$ cat src/rtl/cmd_buffer_pkg.sv
// Shared defaults, watchdog state encoding and a width helper for the
// UART command buffer and its idle watchdog.
package cmd_buffer_pkg;

  // FIFO capacity in bytes (power of two, at least 2).
  localparam int DEPTH_DEFAULT = 8;

  // Idle clock cycles before a stop byte is injected (0.5 s at 50 MHz).
  localparam int WDOG_CYCLES_DEFAULT = 25_000_000;

  // Byte the watchdog drops into the FIFO when the command stream goes quiet ('S').
  localparam logic [7:0] STOP_CHAR_DEFAULT = 8'h53;

  // ARMED:   counting idle cycles
  // PENDING: idle limit reached, waiting for a slot to write the stop byte
  // SPENT:   stop byte already written for this idle period
  typedef enum logic [1:0] {
    WDOG_ARMED   = 2'd0,
    WDOG_PENDING = 2'd1,
    WDOG_SPENT   = 2'd2
  } wdog_state_t;

  // Number of bits needed to index 'count' distinct values, never less than one.
  function automatic int ptr_width(input int count);
    return (count > 1) ? $clog2(count) : 1;
  endfunction

endpackage

$ cat src/rtl/cmd_buffer_wdog.sv
// Idle watchdog for the UART command buffer. Counts cycles without an accepted
// input byte and requests a single stop-byte injection once the idle limit is
// reached. A real byte always wins over the injection and re-arms the watchdog.
module cmd_buffer_wdog
  import cmd_buffer_pkg::*;
#(
  parameter int WDOG_CYCLES = WDOG_CYCLES_DEFAULT
) (
  input  logic clk,
  input  logic rst_n,
  input  logic in_accept,
  input  logic in_valid,
  input  logic fifo_full,
  output logic inject
);

  localparam int CW = ptr_width(WDOG_CYCLES);
  localparam logic [CW-1:0] COUNT_MAX = CW'(WDOG_CYCLES - 1);

  logic [CW-1:0] idle_count;
  wdog_state_t   state_q;
  wdog_state_t   state_d;

  // Idle counter: cleared by every accepted byte, otherwise counts up and sticks at the limit.
  always_ff @(posedge clk or negedge rst_n) begin
    if (!rst_n) begin
      idle_count <= '0;
    end else if (in_accept) begin
      idle_count <= '0;
    end else if (idle_count != COUNT_MAX) begin
      idle_count <= idle_count + CW'(1);
    end
  end

  // Watchdog state register.
  always_ff @(posedge clk or negedge rst_n) begin
    if (!rst_n) begin
      state_q <= WDOG_ARMED;
    end else begin
      state_q <= state_d;
    end
  end

  // Next state and injection request; the injection yields to any real byte on in_valid.
  always_comb begin
    state_d = state_q;
    inject  = 1'b0;
    case (state_q)
      WDOG_ARMED: begin
        if (!in_accept && (idle_count == COUNT_MAX)) begin
          state_d = WDOG_PENDING;
        end
      end
      WDOG_PENDING: begin
        if (in_accept) begin
          state_d = WDOG_ARMED;
        end else if (!fifo_full && !in_valid) begin
          inject  = 1'b1;
          state_d = WDOG_SPENT;
        end
      end
      WDOG_SPENT: begin
        if (in_accept) begin
          state_d = WDOG_ARMED;
        end
      end
      default: begin
        state_d = WDOG_ARMED;
      end
    endcase
  end

endmodule

$ cat src/rtl/uart_cmd_buffer.sv
// First-word-fall-through byte FIFO placed between the command translator
// (ascii_out / cmd_ready) and the UART transmitter (data_tx / valid / tx_ready).
// An idle watchdog appends a single STOP_CHAR when commands stop arriving, so the
// far end always sees a stop command after the stream goes quiet.
module uart_cmd_buffer
  import cmd_buffer_pkg::*;
#(
  parameter int         DEPTH       = DEPTH_DEFAULT,
  parameter int         WDOG_CYCLES = WDOG_CYCLES_DEFAULT,
  parameter logic [7:0] STOP_CHAR   = STOP_CHAR_DEFAULT
) (
  input  logic                   clk,
  input  logic                   rst_n,
  input  logic [7:0]             in_data,
  input  logic                   in_valid,
  output logic                   in_ready,
  output logic [7:0]             out_data,
  output logic                   out_valid,
  input  logic                   out_ready,
  output logic [$clog2(DEPTH):0] level,
  output logic                   high_water,
  output logic                   wdog_fired
);

  // DEPTH is a power of two, so pointers wrap modulo DEPTH by plain overflow.
  localparam int AW = ptr_width(DEPTH);
  localparam int LW = AW + 1;
  localparam logic [LW-1:0] LEVEL_FULL = LW'(DEPTH);

  logic [7:0]    mem [DEPTH];
  logic [AW-1:0] wr_ptr;
  logic [AW-1:0] rd_ptr;
  logic [LW-1:0] level_q;
  logic [LW-1:0] level_d;
  logic          full;
  logic          push;
  logic          pop;
  logic          inject;
  logic          write_en;
  logic [7:0]    write_byte;

  // Handshakes come only from registered occupancy, so in_ready never depends on out_ready.
  assign full       = (level_q == LEVEL_FULL);
  assign in_ready   = !full;
  assign out_valid  = (level_q != '0);
  assign out_data   = mem[rd_ptr];
  assign push       = in_valid && in_ready;
  assign pop        = out_valid && out_ready;
  assign write_en   = push || inject;
  assign write_byte = push ? in_data : STOP_CHAR;
  assign level      = level_q;
  assign wdog_fired = inject;

  cmd_buffer_wdog #(
    .WDOG_CYCLES (WDOG_CYCLES)
  ) u_wdog (
    .clk       (clk),
    .rst_n     (rst_n),
    .in_accept (push),
    .in_valid  (in_valid),
    .fifo_full (full),
    .inject    (inject)
  );

  // Occupancy update; a simultaneous write and read leaves the level unchanged.
  always_comb begin
    level_d = level_q;
    case ({write_en, pop})
      2'b10:   level_d = level_q + LW'(1);
      2'b01:   level_d = level_q - LW'(1);
      default: level_d = level_q;
    endcase
  end

  // Byte storage; contents survive reset because the pointers alone define validity.
  always_ff @(posedge clk) begin
    if (write_en) begin
      mem[wr_ptr] <= write_byte;
    end
  end

  // Write pointer advances on every stored byte, real or injected.
  always_ff @(posedge clk or negedge rst_n) begin
    if (!rst_n) begin
      wr_ptr <= '0;
    end else if (write_en) begin
      wr_ptr <= wr_ptr + AW'(1);
    end
  end

  // Read pointer advances on every byte taken by the transmitter.
  always_ff @(posedge clk or negedge rst_n) begin
    if (!rst_n) begin
      rd_ptr <= '0;
    end else if (pop) begin
      rd_ptr <= rd_ptr + AW'(1);
    end
  end

  // Stored byte count.
  always_ff @(posedge clk or negedge rst_n) begin
    if (!rst_n) begin
      level_q <= '0;
    end else begin
      level_q <= level_d;
    end
  end

  // Sticky flag recording that the buffer has ever been completely full.
  always_ff @(posedge clk or negedge rst_n) begin
    if (!rst_n) begin
      high_water <= 1'b0;
    end else if (level_d == LEVEL_FULL) begin
      high_water <= 1'b1;
    end
  end

endmodule

$ cat config.mk
export PLATFORM = sky130hd
export DESIGN_NAME = uart_cmd_buffer
export DESIGN_NICKNAME = d
export VERILOG_FILES = /design/src/rtl/cmd_buffer_pkg.sv /design/src/rtl/cmd_buffer_wdog.sv /design/src/rtl/uart_cmd_buffer.sv
export SDC_FILE = /design/constraint.sdc
export NUM_CORES = 1
export LEC_CHECK = 0
export ABC_CLOCK_PERIOD_IN_PS = 7800
export CORE_MARGIN = 2
export CORE_UTILIZATION = 50
export CTS_CLUSTER_DIAMETER = 80
export CTS_CLUSTER_SIZE = 30
export DETAILED_ROUTE_END_ITERATION = 12
export PLACE_DENSITY = 0.69
export SLEW_MARGIN = 0
export SYNTH_ARGS = -nofsm -noshare
export SYNTH_HDL_FRONTEND = slang
export SYNTH_HIERARCHICAL = 1
export SYNTH_SLANG_ARGS = --single-unit
$ cat constraint.sdc
create_clock -name clk -period 7.8 [get_ports clk]
set_clock_uncertainty 0.15 [all_clocks]
set_input_delay 1.56 -clock clk [delete_from_list [all_inputs] [get_ports clk]]
set_output_delay 1.56 -clock clk [all_outputs]
set_load 0.01 [all_outputs]
==> results.sh <==
export IMPL_arrival_ns=3.67
export IMPL_clk_latency_ns=0.36
export IMPL_dr_pass1_iters=4
export IMPL_power_density_nw_per_um2=303
export IMPL_ys_flop_type="edfxtp_1"
export IMPL_num_antenna_cells=0
export IMPL_yosys_cell_types_count=56
export IMPL_final_common_cell="edfxtp_1"
export IMPL_post_place_ws_ns=2.43
export IMPL_max_freq_ghz=0.186
export IMPL_holdPathStages=2
export IMPL_max_slew_margin_rel=0.253
export IMPL_crit_start="in_valid"
export IMPL_required_ns=6.09
export IMPL_initial_core_util=0.512
export IMPL_grt_pass1_wl_mm=13.8
export IMPL_ys_top_cells_by_area="edfxtp_1, dfrtp_1, mux4_2, mux2_2, a21oi_1"
export IMPL_hpwl_mm=5.43
export IMPL_cts_buffer_depth=2
export IMPL_die_x_um=101
export IMPL_wire_per_inst_um=17.9
export IMPL_drive_gt1_frac=0.171
export IMPL_cp_top_family="buffers and inverters"
export IMPL_cp_depth=5
export IMPL_worst_path_max_fanout=39
export IMPL_numCtsBuffers=9
export IMPL_core_sq_um=9150
export IMPL_holdPathEnd="high_water"
export IMPL_final_setup_viol_count=0
export IMPL_cts_sinks=102
export IMPL_clock_root_buffer="clkbuf_8"
export IMPL_crit_chain="clkdlybuf4s50_1 > and2_4 > nor2_1 > and3_1 > clkdlybuf4s50_1"
export IMPL_cts_max_level=3
export IMPL_numPortBuffers=27
export IMPL_maxCapViolations=0
export IMPL_reg2reg_to="high_water"
export IMPL_worstSetupEndpointType="output pin"
export IMPL_synth_top_area_frac=0.410
export IMPL_syn_inst=331
export IMPL_die_area_sq_um=10200
export IMPL_hold_ws_ns=0.362
export IMPL_grt_busiest_layer="met2"
export IMPL_p_leak_nw=1.90
export IMPL_cts_tree="built"
export IMPL_cp_slowest_stage_delay_ns=0.63
export IMPL_crit_path_frequent_cell="clkdlybuf4s50_1"
export IMPL_grt_util_met1=0.250
export IMPL_ys_seq_area_frac=0.613
export IMPL_die_h_um=101
export IMPL_drcViolationCount=0
export IMPL_worst_pin_slew_ns=1.12
export IMPL_r2r_start="level[0]"
export IMPL_dp_cells=457
export IMPL_period_minus_slack_ns=5.38
export IMPL_vias_per_cell=5.82
export IMPL_drt_iter0_markers=130
export IMPL_nFillCells=727
export IMPL_ir_worst_vdd_uv=120
export IMPL_hp_class="flip-flop to flip-flop"
export IMPL_fin_crit_sh=0.690
export IMPL_syn_nets=350
export IMPL_grt_pass1_vias=2755
export IMPL_placed_area_sq_um=5040
export IMPL_setup_ws_ns=2.42
export IMPL_syn2layout_area_growth_pct=11.6
export IMPL_via_count=2751
export IMPL_core_rowCount=35
export IMPL_final_cell_mix="edfxtp_1, dfrtp_1, clkdlybuf4s50_1, nor2_1"
export IMPL_final_cell_count_no_fill=473
export IMPL_post_cts_resized=0
export IMPL_slew_viol_final=0
export IMPL_grt_usage=0.181
export IMPL_crit_buf_inv=2
export IMPL_synth_area_sq_um=4680
export IMPL_grt_util_met2=0.291
export IMPL_antenna_found_initial=0
export IMPL_postLayoutCellArea_sq_um=5230
export IMPL_drt_total_wl_mm=8.47
export IMPL_clkSlewWorstSetupHoldPaths_ns=0.10
export IMPL_post_cts_buffers=0
export IMPL_hold_viol=0
export IMPL_regToRegSetupSlack_ns=3.75
export IMPL_pin_count=28
export IMPL_critPathLaunchType="input port"
export IMPL_yosysTopAreaCell="edfxtp_1"
export IMPL_setup_tns_ns=0
export IMPL_synth_area_per_cell_sq_um=14.1
export IMPL_reg2reg_depth=11
export IMPL_num_nets_final=376
export IMPL_crit_type="input port to output pin"
export IMPL_cpMaxStageDelayCell="clkdlybuf4s50_1"
export IMPL_grt_ovfl_total=0
export IMPL_antenna_left=0
export IMPL_grt_use_met3=0.0444
export IMPL_async_reset_ff_frac=0.373
export IMPL_hold_buffers=0
export IMPL_rsz0062_at_grt="no"
export IMPL_ys_warn_count=6
export IMPL_hp_start="high_water"
export IMPL_globalplace_congestion=0.753
export IMPL_status="finished, final reports clean"
export IMPL_synth_edf_count=64
export IMPL_grt_max_degree=40
export IMPL_synth_seq_cells=102
==> metal layers <==
metal	up-vias	wire, um
met5	-	0
met3	9	271
met1	1382	3890
met2	41	4220
li1	1319	-
met4	0	91
==> where the power goes <==
| group | leakage (nW) | total (mW) | internal [mW] | switching (mW) |
|---|---|---|---|---|
| Sequential | 1.08 | 0.776 | 0.668 | 0.108 |
| Combinational | 0.726 | 0.492 | 0.290 | 0.202 |
| Clock | 0.0945 | 0.318 | 0.123 | 0.195 |
| Total | 1.90 | 1.59 | 1.08 | 0.505 |
==> area by class of cell <==
class	count	area, sq um	area share
Inverter	9	33.8	0.00646
Timing Repair Buffer	31	295	0.0565
Clock buffer	9	124	0.0237
Multi-Input combinational cell	204	1700	0.325
Sequential cell	102	2870	0.550
Clock inverter	7	61.3	0.0117
Tap cell	111	139	0.0266
==> registers in the layout (all words and copies together) (netlist names) <==
signal             flops
level                  4
high_water             1
wr_ptr                 3
rd_ptr                 3
mem                   64
u_wdog/state_q         2
u_wdog/idle_count     25
==> synthesized netlist by cell type, types with 2 or more instances <==
cell and n:
clkbuf_2 2, nand2b_1 6, xor2_1 7, o21ai_0 8
buf_1 2, o31ai_1 6, nor2_1 18, mux2_2 12
and4_1 6, clkbuf_1 5, nand3_1 10, o21a_1 2
or3_1 6, a211oi_1 3, edfxtp_1 64, dfrtp_1 38
a21oi_1 16, nor4_1 2, nor2b_1 5, mux4_2 16
nand4b_1 2, inv_1 9, nor3_1 7, mux2_1 2
and2_1 4, nand4_1 8, xnor2_1 6, and3_1 5
nand2_1 10, nand2_4 2, buf_2 5, or4_1 7
ha_1 6, nor3b_1 2
==> stage by stage <==
stage          total power [mW]   util
2_1_floorplan              1.09      -
3_3_place_gp               1.27  0.551
3_5_place_dp               1.29  0.551
4_1_cts                    1.60  0.571
5_1_grt                    1.68  0.571
6_report                   1.59  0.571
==> cells by family (layout without fill, tap and decap cells) <==
kind of cell               Yosys count  count (layout)  synth area share
muxes                               32              32             0.116
DFF                                102             102             0.613
and+or+nand+nor                    111             111             0.147
adders and majority gates            7               7            0.0203
AOI/OAI and AO/OA                   41              41            0.0532
buffers and inverters               25              56            0.0259
xor gates and xnor gates            13              13            0.0243
==> worst min-delay path, stage by stage, from the launching register on <==
cell and delay [ns]:
dfrtp_1 0.35, inv_1 0.04, o311ai_0 0.08
==> worst max-delay path by stage <==
stage | endpoint | slack, ns
6_report | wdog_fired | 2.42
5_1_grt | wdog_fired | 2.32
4_1_cts | wdog_fired | 2.40
3_5_place_dp | wdog_fired | 2.43
3_3_place_gp | wdog_fired | 2.51
2_1_floorplan | high_water | 3.78
No activity file was read; power rests on OpenSTA's default activity.
